## src/rtl/sort_drain_pkg.sv

```systemverilog
// Shared definitions for the serial sorting array and its drain controller.
//
// Contents:
//   CELL_EMPTY / CELL_OCCUPIED  cell_state encoding used by every sorting cell
//   drain_state_t               drain controller FSM states
//   cnt_width()                 width of a 0..n item counter
package sort_drain_pkg;

  localparam logic CELL_EMPTY    = 1'b0;
  localparam logic CELL_OCCUPIED = 1'b1;

  typedef enum logic {
    DRAIN_IDLE   = 1'b0,
    DRAIN_STREAM = 1'b1
  } drain_state_t;

  // A counter that must hold every value from 0 to n inclusive.
  function automatic int cnt_width(input int n);
    return $clog2(n + 1);
  endfunction

endpackage

```

## src/rtl/sort_drain.sv

```systemverilog
// Drain controller for the serial sorting array. It reads the sorted cell
// chain out through the head cell, smallest value first, and presents the
// words as a valid/ready stream. Each captured word pulses shift_up so the
// next-smallest value moves into the head cell on the same edge.
//
// Ports:
//   clk              single clock
//   reset            synchronous, active-high
//   start_drain      one-cycle drain request (ignored while streaming)
//   num_items        occupied-cell count, sampled on an accepted start
//   head_cell_data   cell_data of cell 0
//   head_cell_state  cell_state of cell 0 (CELL_EMPTY / CELL_OCCUPIED)
//   shift_up         combinational; array shifts toward the head this edge
//   array_clear      one-cycle pulse after the final word is accepted
//   busy             high from an accepted start until done pulses
//   out_valid/out_ready/out_data/out_last   sorted output stream
//   done             one-cycle completion pulse
//   underflow        sticky: a word was captured from an EMPTY head cell
//
// state        | meaning
// -------------+-----------------------------------------------------------
// DRAIN_IDLE   | waiting for start_drain; no word held
// DRAIN_STREAM | out_data holds a valid word; remaining words still in array
module sort_drain
  import sort_drain_pkg::*;
#(
  parameter int DATA_WIDTH = 8,
  parameter int NUM_CELLS  = 16,
  parameter int CNT_W      = cnt_width(NUM_CELLS)
) (
  input  logic                  clk,
  input  logic                  reset,
  input  logic                  start_drain,
  input  logic [CNT_W-1:0]      num_items,
  input  logic [DATA_WIDTH-1:0] head_cell_data,
  input  logic                  head_cell_state,
  output logic                  shift_up,
  output logic                  array_clear,
  output logic                  busy,
  output logic                  out_valid,
  input  logic                  out_ready,
  output logic [DATA_WIDTH-1:0] out_data,
  output logic                  out_last,
  output logic                  done,
  output logic                  underflow
);

  drain_state_t     state_q, state_d;
  logic [CNT_W-1:0] remaining_q;

  logic start_ok;
  logic start_empty;
  logic handshake;
  logic take_word;
  logic take_last;
  logic capture;

  always_comb begin
    start_ok    = 1'b0;
    start_empty = 1'b0;
    handshake   = 1'b0;
    take_word   = 1'b0;
    take_last   = 1'b0;
    state_d     = state_q;

    case (state_q)
      DRAIN_IDLE: begin
        start_ok    = start_drain && (num_items != '0);
        start_empty = start_drain && (num_items == '0);
        if (start_ok) begin
          state_d = DRAIN_STREAM;
        end
      end
      DRAIN_STREAM: begin
        handshake = out_valid && out_ready;
        take_word = handshake && (remaining_q != '0);
        take_last = handshake && (remaining_q == '0);
        if (take_last) begin
          state_d = DRAIN_IDLE;
        end
      end
      default: state_d = DRAIN_IDLE;
    endcase

    // Gated by reset so the array cannot move on an edge that also resets us.
    capture = !reset && (start_ok || take_word);
  end

  // The head is sampled on the same edge the array shifts, so each cell
  // moves exactly once per captured word.
  assign shift_up = capture;

  always_ff @(posedge clk) begin
    if (reset) begin
      state_q     <= DRAIN_IDLE;
      remaining_q <= '0;
      out_data    <= '0;
      out_valid   <= 1'b0;
      out_last    <= 1'b0;
      busy        <= 1'b0;
      done        <= 1'b0;
      array_clear <= 1'b0;
      underflow   <= 1'b0;
    end else begin
      state_q     <= state_d;
      done        <= 1'b0;
      array_clear <= 1'b0;

      if (start_empty) begin
        done <= 1'b1;
      end

      if (start_ok) begin
        out_data    <= head_cell_data;
        remaining_q <= num_items - CNT_W'(1);
        out_last    <= (num_items == CNT_W'(1));
        out_valid   <= 1'b1;
        busy        <= 1'b1;
        // A new drain clears the old error, but its own first capture may
        // already be reading an EMPTY head.
        underflow   <= (head_cell_state == CELL_EMPTY);
      end else if (take_word) begin
        out_data    <= head_cell_data;
        remaining_q <= remaining_q - CNT_W'(1);
        out_last    <= (remaining_q == CNT_W'(1));
        if (head_cell_state == CELL_EMPTY) begin
          underflow <= 1'b1;
        end
      end else if (take_last) begin
        out_valid   <= 1'b0;
        out_last    <= 1'b0;
        busy        <= 1'b0;
        done        <= 1'b1;
        array_clear <= 1'b1;
      end
    end
  end

endmodule

```

## config.mk

```make
export PLATFORM = sky130hd
export DESIGN_NAME = sort_drain
export DESIGN_NICKNAME = d
export VERILOG_FILES = /design/src/rtl/sort_drain_pkg.sv /design/src/rtl/sort_drain.sv
export SDC_FILE = /design/constraint.sdc
export NUM_CORES = 1
export LEC_CHECK = 0
export CAP_MARGIN = 30
export CORE_AREA = 2 2 55 52
export DETAILED_ROUTE_END_ITERATION = 10
export DIE_AREA = 0 0 57 54
export HOLD_SLACK_MARGIN = 0.02
export PLACE_DENSITY = 0.79
export SYNTH_ARGS = -nofsm -noshare
export SYNTH_HDL_FRONTEND = slang
export SYNTH_SLANG_ARGS = --single-unit
export TNS_END_PERCENT = 100
```

## constraint.sdc

```tcl
create_clock -name clk -period 1.7 [get_ports clk]
set_input_delay 0.34 -clock clk [delete_from_list [all_inputs] [get_ports clk]]
set_output_delay 0.34 -clock clk [all_outputs]
set_load 0.02 [all_outputs]
```

==> flow_metrics.py, run 1 <==
metrics = {
    "cts": {
        "cts-root-buf": "clkbuf_4",
        "cts_buffer_depth": 2,
        "clk_latency_ps": 320,
        "clkTransAtPathRegs_ps": 100,
        "cts_inserted_buffers": 3,
        "cts_tree": "done",
        "clkSinkCount": 19,
        "cts_max_level": 1,
    },
    "critical_path": {
        "cp.arrival_ps": 1740,
        "critPathLaunchType": "register",
        "worst_setup_path_end_kind": "primary output",
        "cp_max_fo": 2,
        "cp_slowest_cell": "or4b_4",
        "r2r_end": "underflow",
        "crit_chain": "inv_2 -> ha_4 -> or4b_4 -> a22oi_2 -> nor2_4 -> buf_6",
        "r2r_slack_ps": -170,
        "crit_required_ps": 1360,
        "rr_worst_depth": 8,
        "critical_path_class": "reg2out",
        "r2r_start": "remaining_q[1]",
        "max_stage_delay_ps": 480,
    },
    "drt": {
        "avgRoutedWirePerCell_microns": 15.1,
        "dr.pass1.iters": 4,
        "ant_nets": 0,
        "drtIter0Drc": 40,
        "drc": 0,
        "drt-total-wl_mm": 3.12,
        "viasPerCell": 5.24,
        "vias": 1084,
    },
    "layout": {
        "antennaDiodeCount": 0,
        "mostFrequentLayoutCell": "buf_4",
        "final_core_util": 0.658,
        "drive_above_1_share": 0.379,
        "layout.nets": 201,
        "final_cell_mix": "buf_4, clkdlybuf4s50_1, dfxtp_1",
        "final.fill_count": 214,
        "syn_to_final_growth_pct": 80.5,
        "seq_area_sq_um": 383,
        "multi_input_area_sq_um": 633,
    },
    "synthesis": {
        "netlist_top_cells_area": "dfxtp_1, nand2_1, a21oi_1",
        "synth-seq-area-share": 0.406,
        "synth_nets": 137,
        "syn_area_sq_um": 936,
        "ys_ff_latch": 19,
        "syn_area_per_cell_sq_um": 8.21,
        "synth_top_area_frac": 0.406,
        "yosysTopAreaCell": "dfxtp_1",
        "ys_warn_count": 0,
        "synth.distinct_cells": 32,
        "netlist_instances": 114,
    },
    "timing": {
        "fin_crit_sh": 1.22,
        "hold_slack_ps": 464,
        "max_freq_mhz": 481,
        "fin_skew_ps": 13.0,
        "tightest_slew_ps": 388,
        "finalSetupViolCount": 12,
        "relSlewSlack": 0.740,
        "rsz0062_at_grt": "yes",
        "slew_viol_final": 0,
        "period_needed_ps": 2080,
        "timing.final.ws_setup_ps": -380,
        "finalHoldViolCount": 0,
    },
    "global_route": {
        "grt.overflow.total": 0,
        "grt_pass1_wl_mm": 4.31,
        "antenna_found_initial": 0,
        "grt_max_degree": 20,
        "grt_use_total": 0.183,
        "grt_pass1_vias": 1004,
    },
    "run_status": {
        "violations": "setup timing",
        "status": "complete, but fails checks",
    },
    "run": {
        "maxCapViolations": 0,
    },
    "hold_path": {
        "min_path_cells": 2,
        "hold_end": "out_data[4]",
        "hp-class": "reg2reg",
        "min-delay-start": "out_data[4]",
    },
    "pwr": {
        "power.density_nw_per_um2": 688,
        "p_leak_nw": 0.770,
        "ir_drop_mv": 0.506,
    },
    "floorplanning": {
        "start_util": 0.365,
        "rows": 18,
        "die-area_sq_um": 3080,
        "die_w_microns": 57,
        "ios": 33,
        "coreArea_sq_um": 2570,
        "die_y_microns": 54,
    },
    "placed_design": {
        "routabilityCongestion": 0.833,
        "portBuffers": 32,
        "dp_hpwl_mm": 2.14,
    },
}
==> cells by family (layout without fill, tap and decap cells) <==
family,Yosys count,after routing,synth area share
adders and majority gates,5,5,0.0668
and+or+nand+nor,53,53,0.278
DFF,19,19,0.406
AOI/OAI and AO/OA,24,24,0.162
xor gates and xnor gates,4,4,0.0374
buffers and inverters,9,72,0.0495
==> state kept, by name (all words and copies together) (netlist names) <==
register	cells
array_clear	1
done	1
underflow	1
out_data	8
out_valid	1
remaining_q	5
out_last	1
state_q	1
==> through the flow <==
| step | power, mW | instances | TNS, ps | setup WS [ps] | area, sq um |
|---|---|---|---|---|---|
| final | 1.16 | 207 | -1650 | -380 | 1690 |
| after floorplan | 0.670 | 114 | -32.9 | -32.9 | 973 |
| after global routing | 1.21 | 207 | -2350 | -432 | 1690 |
| after CTS | 1.09 | 203 | -1060 | -396 | 1530 |
| after global placement | 0.844 | 196 | -7770 | -937 | 1490 |
| after detailed placement | 0.859 | 196 | -9310 | -1010 | 1490 |
==> critical path, delay by kind of cell, from the launching register on <==
family          cells  cell delay (ps)
simple gates        2              530
flops               1              340
buf+inv             2              200
fa+ha+maj           1              140
compound gates      1              240
==> worst max path at each step <==
stage	start	end	slack (ps)	depth (start not counted)
after floorplan	remaining_q[0]	shift_up	-30	6
after global placement	num_items[1]	shift_up	-940	7
after detailed placement	num_items[1]	shift_up	-1010	7
after CTS	remaining_q[1]	shift_up	-400	6
after global routing	remaining_q[1]	shift_up	-430	6
final	remaining_q[1]	shift_up	-380	6
==> report_power, final <==
part	leakage [nW]	switching [mW]	internal [mW]	total [mW]
Clock	0.0177	0.154	0.0881	0.242
Sequential	0.157	0.0221	0.477	0.499
Combinational	0.596	0.199	0.223	0.422
Total	0.770	0.375	0.788	1.16
==> synthesized netlist by cell type <==
cell / instances
or3_1: 2
nand2b_1: 1
nor2_1: 11
nand2_2: 1
nand3_1: 5
o21ai_0: 1
inv_1: 4
a211oi_1: 2
nor2b_1: 1
a21oi_2: 1
a31oi_1: 1
a2bb2oi_1: 1
nor3_1: 2
o211ai_1: 1
a311oi_1: 1
ha_1: 5
nand2_1: 23
nand4_1: 1
and3_1: 1
nand4b_1: 1
a22oi_1: 1
o22ai_1: 1
nor4b_1: 2
buf_6: 1
buf_4: 1
a22oi_2: 1
or4b_4: 2
clkbuf_1: 2
dfxtp_1: 19
buf_2: 1
a21oi_1: 13
xor2_1: 4
==> final cells by class <==
class	count	area share
Multi-Input combinational cell	86	0.375
Timing Repair Buffer	64	0.350
Sequential cell	19	0.227
Tap cell	30	0.0222
Clock buffer	3	0.0133
Inverter	4	0.0104
Clock inverter	1	0.00296
==> repair_timing <==
| action | in CTS | in global routing |
|---|---|---|
| gates resized for setup | 12 | 30 |
| setup buffers | 3 | 3 |
| setup endpoints to repair | 19 | 13 |
| pin swaps | 3 | 15 |
| hold buffers | 0 | 0 |
| gates cloned | 0 | 1 |
==> routing by layer <==
layer / wire [microns] / global-route usage
met5: 0 / 0
met4: 76 / 0.0891
met3: 206 / 0.0385
met2: 1650 / 0.351
met1: 1190 / 0.195
Power figures use the tool's default switching activity.
==> run 2: changes to the inputs <==
--- a/config.mk
+++ b/config.mk
@@ -6,11 +6,14 @@
 export NUM_CORES = 1
 export LEC_CHECK = 0
 export CAP_MARGIN = 30
-export CORE_AREA = 2 2 55 52
+export CORE_AREA = 2 2 54 51
+export CTS_BUF_LIST = sky130_fd_sc_hd__clkbuf_8
+export CTS_CLUSTER_SIZE = 20
 export DETAILED_ROUTE_END_ITERATION = 10
-export DIE_AREA = 0 0 57 54
+export DIE_AREA = 0 0 56 53
 export HOLD_SLACK_MARGIN = 0.02
-export PLACE_DENSITY = 0.79
+export PLACE_DENSITY = 0.82
+export SKIP_CTS_REPAIR_TIMING = 1
 export SYNTH_ARGS = -nofsm -noshare
 export SYNTH_HDL_FRONTEND = slang
 export SYNTH_SLANG_ARGS = --single-unit
==> flow_metrics.py, run 2 (synthesis results as in run 1) <==
metrics = {
    "run_status": {
        "status": "complete, but fails checks",
        "violations": "setup timing",
    },
    "critical_path": {
        "rr_worst_depth": 8,
        "critical_path.top_delay_family": "simple AND/OR/NAND/NOR gates",
        "crit_chain": "inv_2 -> ha_4 -> or4b_4 -> a22oi_2 -> nor2_4 -> buf_6",
        "worst_setup_path_end_kind": "primary output",
        "cp_max_fo": 4,
        "r2r_end": "underflow",
        "r2r_start": "remaining_q[0]",
        "crit_buf_inv": 2,
        "max_stage_delay_ps": 470,
        "cp_slowest_cell": "or4b_4",
        "r2r_slack_ps": -210,
        "critPathLaunchType": "register",
        "critical_path_class": "reg2out",
        "cp.arrival_ps": 1730,
        "crit_required_ps": 1360,
    },
    "global_route": {
        "antenna_found_initial": 0,
        "grt.overflow.total": 0,
        "grt_max_degree": 20,
        "grt_use_total": 0.200,
        "grt_pass1_vias": 1073,
        "grt_pass1_wl_mm": 4.64,
    },
    "drt": {
        "viasPerCell": 5.51,
        "dr.pass1.iters": 4,
        "avgRoutedWirePerCell_microns": 15.5,
        "ant_nets": 0,
        "vias": 1114,
        "drtIter0Drc": 50,
        "drc": 0,
        "drt-total-wl_mm": 3.14,
    },
    "hold_path": {
        "min_path_cells": 2,
        "min-delay-start": "out_data[7]",
        "hold_end": "out_data[7]",
        "hp-class": "reg2reg",
    },
    "floorplanning": {
        "ios": 33,
        "die-area_sq_um": 2970,
        "rows": 17,
        "start_util": 0.393,
        "die_w_microns": 56,
        "die_y_microns": 53,
        "coreArea_sq_um": 2380,
    },
    "layout": {
        "max_flop_register": "out_data",
        "layout.nets": 198,
        "mostFrequentLayoutCell": "buf_4",
        "final_cell_mix": "buf_4, clkdlybuf4s50_1, dfxtp_1",
        "reg.largest.list": "out_data (8), remaining_q (5)",
        "fin_area_sq_um": 1700,
        "largest_reg_flops": 8,
        "antennaDiodeCount": 0,
        "drive_above_1_share": 0.379,
        "syn_to_final_growth_pct": 81.4,
        "final_core_util": 0.713,
        "fin_cells": 202,
    },
    "timing": {
        "timing.final.ws_setup_ps": -367,
        "fin_skew_ps": 1.20,
        "rsz0062_at_grt": "yes",
        "finalHoldViolCount": 0,
        "period_needed_ps": 2070,
        "max_freq_mhz": 484,
        "finalSetupViolCount": 11,
        "relSlewSlack": 0.761,
        "tightest_slew_ps": 358,
        "slew_viol_final": 0,
        "fin_crit_sh": 1.22,
    },
    "cts": {
        "cts_max_level": 1,
        "clk_latency_ps": 260,
        "clkTransAtPathRegs_ps": 80,
        "cts_tree": "done",
        "cts_buffer_depth": 2,
        "clkSinkCount": 19,
        "cts-root-buf": "clkbuf_8",
        "cts_inserted_buffers": 3,
    },
    "pwr": {
        "p_leak_nw": 0.730,
        "ir_drop_mv": 0.694,
        "power.density_nw_per_um2": 739,
        "totalPowerFinal_mw": 1.25,
    },
    "placed_design": {
        "dp_hpwl_mm": 2.10,
        "routabilityCongestion": 0.925,
        "portBuffers": 32,
        "dp.cells": 194,
        "placed_cell_area_sq_um": 1490,
    },
    "run": {
        "maxCapViolations": 0,
    },
}
[run 2: changes by cell type in the layout (fill, tap and decap cells not counted), moves of 3 or more]
cell / before / now
clkbuf_8: 0 / 3
dlygate4sd2_1: 5 / 0
clkbuf_4: 3 / 0
buf_4: 30 / 27
clkdlybuf4s50_1: 21 / 26
[run 2: power by group]
| part | internal [mW] | switching (mW) |
|---|---|---|
| combinational | 0.225 | 0.204 |
| clock | 0.163 | 0.164 |
| sequential | 0.476 | 0.0222 |
| total | 0.865 | 0.390 |
[run 2: layout make-up]
cell class,count,area (sq um)
multi-input cells,86,639
clock buffers,3,41.3
repair buffers,61,577
fillers,169,684
clock inverters,1,5.00
flip-flops and latches,19,383
well taps,28,35.0
inverters,4,17.5
[run 2: worst max-delay path by stage]
stage | startpoint | endpoint | slack (ps) | cells past startpoint
finish | remaining_q[0] | shift_up | -370 | 6
CTS | num_items[1] | shift_up | -1000 | 7
global route | remaining_q[0] | shift_up | -410 | 6
floorplan | remaining_q[0] | shift_up | -30 | 6
global placement | num_items[1] | shift_up | -950 | 7
detailed placement | num_items[1] | shift_up | -1000 | 7
[run 2: metrics by stage]
stage / setup TNS (ps) / setup WS [ps] / hold WS (ps)
floorplan: -32.9 / -32.9 / 460
global placement: -7750 / -953 / 436
detailed placement: -8830 / -997 / 443
CTS: -4320 / -1000 / 454
global route: -2410 / -412 / 468
finish: -1970 / -367 / 455
[run 2: metal layers]
| layer | vias up | global-route usage | routed length [microns] |
|---|---|---|---|
| li1 | 520 | - | - |
| met1 | 522 | 0.229 | 1290 |
| met2 | 60 | 0.380 | 1550 |
| met3 | 12 | 0.0293 | 208 |
| met4 | 0 | 0.0714 | 93 |
| met5 | - | 0 | 0 |
[run 2: worst min-delay path: stages (launching register included)]
cell     delay [ps]
dfxtp_1         310
nand2_1          50
a21oi_1          50
==> run 3: changes to the inputs <==
--- a/config.mk
+++ b/config.mk
@@ -11,7 +11,6 @@
 export CTS_CLUSTER_SIZE = 20
 export DETAILED_ROUTE_END_ITERATION = 10
 export DIE_AREA = 0 0 56 53
-export HOLD_SLACK_MARGIN = 0.02
 export PLACE_DENSITY = 0.82
 export SKIP_CTS_REPAIR_TIMING = 1
 export SYNTH_ARGS = -nofsm -noshare
==> results of run 3 <==
The final DEF is identical to that of run 2; final timing and power are the same.
